### config.mk
export PLATFORM = sky130hd
export DESIGN_NAME = mux_arb_nt1
export DESIGN_NICKNAME = d
export VERILOG_FILES = /design/src/rtl/mux_arb_nt1.sv
export SDC_FILE = /design/constraint.sdc
export NUM_CORES = 1
export LEC_CHECK = 0
export CAP_MARGIN = 15
export CORE_MARGIN = 2
export CORE_UTILIZATION = 39
export CTS_BUF_LIST = sky130_fd_sc_hd__clkbuf_16
export CTS_CLUSTER_SIZE = 12
export DETAILED_ROUTE_END_ITERATION = 10
export GPL_TIMING_DRIVEN = 0
export PLACE_DENSITY = 0.95
export SLEW_MARGIN = 15
export SYNTH_ARGS = -nofsm -noshare
export SYNTH_HDL_FRONTEND = slang
export SYNTH_SLANG_ARGS = --single-unit
### constraint.sdc
create_clock -name clk -period 5 [get_ports clk]
set_input_delay 0.5 -clock clk [delete_from_list [all_inputs] [get_ports clk]]
set_output_delay 0.5 -clock clk [all_outputs]
set_load 0.03 [all_outputs]
### src/rtl/mux_arb_nt1.sv
// mux_arb_nt1: N-to-1 W-bit channel multiplexer with a registered output stage.
// The granted channel is picked by fixed-priority or round-robin arbitration, or
// forced by force_sel. A multi-beat packet holds its grant until its last beat.
//
// Handshake: a beat moves across a port on a rising edge where valid and ready
// are both 1. Producers hold valid/data/last stable until accepted. in_ready is
// one-hot or zero and depends combinationally on out_ready (through load), never
// the other way. out_valid/out_data/out_last/out_sel are registered and stay
// stable while out_valid=1 and out_ready=0.
module mux_arb_nt1 #(
    parameter  int N  = 4,
    parameter  int W  = 32,
    parameter  int RR = 1,
    localparam int SW = $clog2(N)
) (
    input  logic            clk,
    input  logic            rst_n,
    input  logic [N-1:0]    in_valid,
    output logic [N-1:0]    in_ready,
    input  logic [N*W-1:0]  in_data,
    input  logic [N-1:0]    in_last,
    input  logic            force_en,
    input  logic [SW-1:0]   force_sel,
    output logic            out_valid,
    input  logic            out_ready,
    output logic [W-1:0]    out_data,
    output logic            out_last,
    output logic [SW-1:0]   out_sel
);

    // Channel count at select width plus one, so indices and sums compare cleanly.
    localparam logic [SW:0] NUM = (SW+1)'(N);

    logic [SW-1:0] rr_ptr;     // first channel examined by the round-robin scan
    logic          lock;       // a multi-beat packet is in flight
    logic [SW-1:0] lock_sel;   // channel owning the in-flight packet

    logic          load;
    logic          xfer;
    logic          gnt_any;
    logic [SW-1:0] gnt_idx;
    logic [SW:0]   scan;
    logic [W-1:0]  gnt_data;
    logic          gnt_last;
    logic [SW-1:0] rr_next;

    // The output register may take a new beat when empty or being drained.
    assign load = ~out_valid | out_ready;

    // Pick the granted channel: lock beats force, force beats arbitration.
    always_comb begin
        gnt_any = 1'b0;
        gnt_idx = '0;
        scan    = '0;
        if (lock) begin
            gnt_idx = lock_sel;
            gnt_any = in_valid[lock_sel];
        end else if (force_en) begin
            // Out-of-range forced index simply yields no grant.
            if ({1'b0, force_sel} < NUM) begin
                gnt_idx = force_sel;
                gnt_any = in_valid[force_sel];
            end
        end else if (RR == 0) begin
            // Descending scan so the lowest valid index wins.
            for (int i = N - 1; i >= 0; i--) begin
                if (in_valid[i]) begin
                    gnt_any = 1'b1;
                    gnt_idx = SW'(i);
                end
            end
        end else begin
            // Descending offset scan so the smallest offset from rr_ptr wins.
            for (int k = N - 1; k >= 0; k--) begin
                scan = {1'b0, rr_ptr} + (SW+1)'(k);
                if (scan >= NUM) begin
                    scan = scan - NUM;
                end
                if (in_valid[scan[SW-1:0]]) begin
                    gnt_any = 1'b1;
                    gnt_idx = scan[SW-1:0];
                end
            end
        end
    end

    // Route the granted channel's data and last flag toward the output register.
    always_comb begin
        gnt_data = '0;
        gnt_last = 1'b0;
        for (int i = 0; i < N; i++) begin
            if (gnt_idx == SW'(i)) begin
                gnt_data = in_data[i*W +: W];
                gnt_last = in_last[i];
            end
        end
    end

    // No beat is accepted while reset is asserted.
    assign xfer = rst_n & load & gnt_any;

    // Acknowledge only the granted channel, and only when the beat moves.
    always_comb begin
        in_ready = '0;
        for (int i = 0; i < N; i++) begin
            in_ready[i] = xfer & (gnt_idx == SW'(i));
        end
    end

    // Round-robin pointer moves just past the channel that finished a packet.
    assign rr_next = (gnt_idx == SW'(N - 1)) ? '0 : gnt_idx + SW'(1);

    // Output register, packet lock and round-robin pointer.
    always_ff @(posedge clk or negedge rst_n) begin
        if (!rst_n) begin
            out_valid <= 1'b0;
            out_data  <= '0;
            out_last  <= 1'b0;
            out_sel   <= '0;
            rr_ptr    <= '0;
            lock      <= 1'b0;
            lock_sel  <= '0;
        end else if (load) begin
            if (xfer) begin
                out_valid <= 1'b1;
                out_data  <= gnt_data;
                out_last  <= gnt_last;
                out_sel   <= gnt_idx;
                lock      <= ~gnt_last;
                lock_sel  <= gnt_idx;
                if ((RR != 0) && gnt_last) begin
                    rr_ptr <= rr_next;
                end
            end else begin
                // Drained with nothing new: empty the stage, keep the payload.
                out_valid <= 1'b0;
            end
        end
    end

endmodule

==> flow_metrics.tcl <==
set metrics [dict create \
    drc 0 \
    synth_cell_type_count 33 \
    htreeDepth 2 \
    maxCapViolations 0 \
    hpwl_microns 8176 \
    critPathLaunchType "input port" \
    drive_gt1_frac 0.04483 \
    rr_startpoint "rr_ptr[1]$_DFFE_PN0P_" \
    synth_seq_area_share 0.3698 \
    cts_buffer_depth 2 \
    port_buffers 181 \
    finalCritPeriodShare 0.9483 \
    yosysWarningCount 0 \
    cts_resized 0 \
    worstSetupPathType "input port to output port" \
    dieWidth_microns 86.26 \
    cts.reportedPaths.clkPinSlew_ns 0.06 \
    power.leakage_nw 1.795 \
    cp_slowest_cell "clkdlybuf4s50_1" \
    antenna_found_initial 0 \
    gp_congestion 0.8854 \
    track_usage 0.2805 \
    final_cell_mix "clkdlybuf4s50_1, a21oi_1, dfrtp_1, nor2_1, nor2b_1" \
    worst_path_largest_cell_delay_ns 0.69 \
    final-setup-viol-count 0 \
    dp_cells 583 \
    rsz0062_at_grt "no" \
    fin_worst_skew_ns 0.005161 \
    grt-ovfl-total 0 \
    ios 182 \
    grt_pass1_vias 3403 \
    ys_seq_elements 39 \
    cp_max_fo 10 \
    rr_worst_depth 14 \
    syn_inst 324 \
    core_region_area_sq_um 6459 \
    dieArea_sq_um 7440 \
    power.density_nw_per_um2 686.1 \
    clock.fmax_mhz 210.9 \
    dr.first_iter.drc_count 146 \
    clock-sinks 39 \
    die_h_microns 86.26 \
    syn-num-nets 470 \
    clkLatencyLatePin_ns 0.28 \
    start_util 0.4086 \
    hold_viol 0 \
    path_cells "clkdlybuf4s50_1 -> nor2b_1 -> a21oi_1 -> o21ai_0 -> a221oi_1 -> ha_1 -> clkbuf_1 -> clkbuf_1 -> and2_1 -> clkdlybuf4s50_1" \
    syn_to_final_growth_pct 78.24 \
    cts_tree "yes" \
    slew_viol_final 0 \
    cts_setup_buffers 0 \
    wire_per_inst_microns 17.70 \
    num_rows 29 \
    final_common_cell "clkdlybuf4s50_1" \
    worst_pin_slew_ns 0.7068 \
    nFillCells 488 \
    clockRootBuffer "clkbuf_16" \
    synth-async-reset-ratio 1.000 \
    slew_headroom 0.5288 \
    r2r_slack_ns 1.26 \
    synth_area_sq_um 2639 \
    status "finished, final reports clean" \
    grt_max_degree 22 \
    dr_total_vias 3314 \
    ant_nets 0 \
    finalNetCount 659 \
    wirelength_microns 10440 \
    viasPerCell 5.617 \
    ctsHoldBuffers 0 \
    hold_path_class "input port to asynchronous set/reset pin" \
    finalSetupTns_ns 0 \
    r2r-end "out_data[28]$_DFFE_PN0P_" \
    dr.pass1.iters 4 \
    cts_buffers 5 \
    irDropWorstVdd_mv 0.3227 \
    final.min_clock_period_ns 4.742 \
    synth-main-ff-cell "dfrtp_1" \
    syn_area_per_cell_sq_um 8.144 \
    grt_pass1_wl_microns 16440 \
    final_cell_count_no_fill 590 \
    diodes 0 \
    cp.arrival_ns 4.24 \
    synth_enable_flop_cells 0 \
    critPathRequiredTime_ns 4.50 \
    end_kind "output port" \
]
## critical path: cells and delay by family
kind            cells  cell delay [ns]
compound gates      3             0.95
buf+inv             4             2.03
simple gates        2             0.40
fa+ha+maj           1             0.35
## cells in the mapped netlist, types with 2 or more instances
master | instances | share of area
nor2b_1 | 34 | 0.081
nand2_1 | 6 | 0.0085
dfrtp_1 | 39 | 0.37
mux2i_1 | 2 | 0.0076
mux2_2 | 2 | 0.0085
a21oi_1 | 70 | 0.13
mux2_1 | 3 | 0.013
buf_2 | 6 | 0.011
nand2b_1 | 4 | 0.0095
clkbuf_1 | 22 | 0.031
nor2_1 | 34 | 0.048
nor3_1 | 31 | 0.059
ha_1 | 4 | 0.019
and2_1 | 4 | 0.0095
o21ai_0 | 6 | 0.011
buf_4 | 3 | 0.0085
inv_1 | 7 | 0.010
a221oi_1 | 32 | 0.11
## state kept, by name, indices dropped and copies added, names as in the netlist
name       flops
out_data      32
lock_sel       2
out_last       1
rr_ptr         2
lock           1
out_valid      1
## cells by family (layout without fill, tap and decap cells)
group | after synthesis | in the layout | synth area share
and+or+nand+nor | 118 | 118 | 0.2390
adders and majority gates | 4 | 4 | 0.01897
DFF | 39 | 39 | 0.3698
AOI/OAI and AO/OA | 118 | 118 | 0.2821
muxes | 7 | 7 | 0.02892
buffers and inverters | 38 | 227 | 0.06117
## per-layer routing
| metal | track usage | vias up | wire length [microns] |
|---|---|---|---|
| met5 | 0 | - | 0 |
| met4 | 0.08949 | 0 | 177 |
| met3 | 0.08286 | 19 | 875 |
| met2 | 0.5081 | 174 | 5449 |
| met1 | 0.3164 | 1560 | 3940 |
| li1 | - | 1561 | - |
## final cells by class
| type | instances | area, sq um | area share |
|---|---|---|---|
| buffer | 31 | 135.1 | 0.02873 |
| inverter | 7 | 26.28 | 0.005587 |
| multi-input combinational | 247 | 1501 | 0.3192 |
| tap | 77 | 96.34 | 0.02048 |
| clock buffer | 5 | 125.1 | 0.02660 |
| sequential | 39 | 975.9 | 0.2075 |
| clock inverter | 2 | 8.758 | 0.001862 |
| timing repair buffer | 182 | 1834 | 0.3900 |
## worst max-delay path by stage
stage,from,endpoint,cells after the start
finish,in_valid[3],in_ready[2],10
detailed placement,in_valid[3],in_ready[2],10
global route,in_valid[3],in_ready[2],10
floorplan,in_valid[3],in_ready[2],8
global placement,rst_n,in_ready[3],6
CTS,in_valid[3],in_ready[2],10
## power breakdown
group | internal [mW] | total (mW) | switching, mW
Combinational | 0.969 | 2.34 | 1.37
Sequential | 0.486 | 0.592 | 0.106
Clock | 0.179 | 0.297 | 0.118
## metrics by stage
stage	total power, mW	utilization	setup WS (ns)	instance area [sq um]	hold WS [ns]
2_1_floorplan	2.086	-	2.058	2639	0.2044
3_3_place_gp	2.828	0.7040	0.1954	4547	0.4976
3_5_place_dp	2.918	0.7075	0.2864	4569	0.5002
4_1_cts	3.227	0.7282	0.2650	4703	0.1984
5_1_grt	3.468	0.7282	0.04747	4703	0.2242
6_report	3.227	0.7282	0.2583	4703	0.1946
Note: power is estimated with default switching activity, not from simulation.
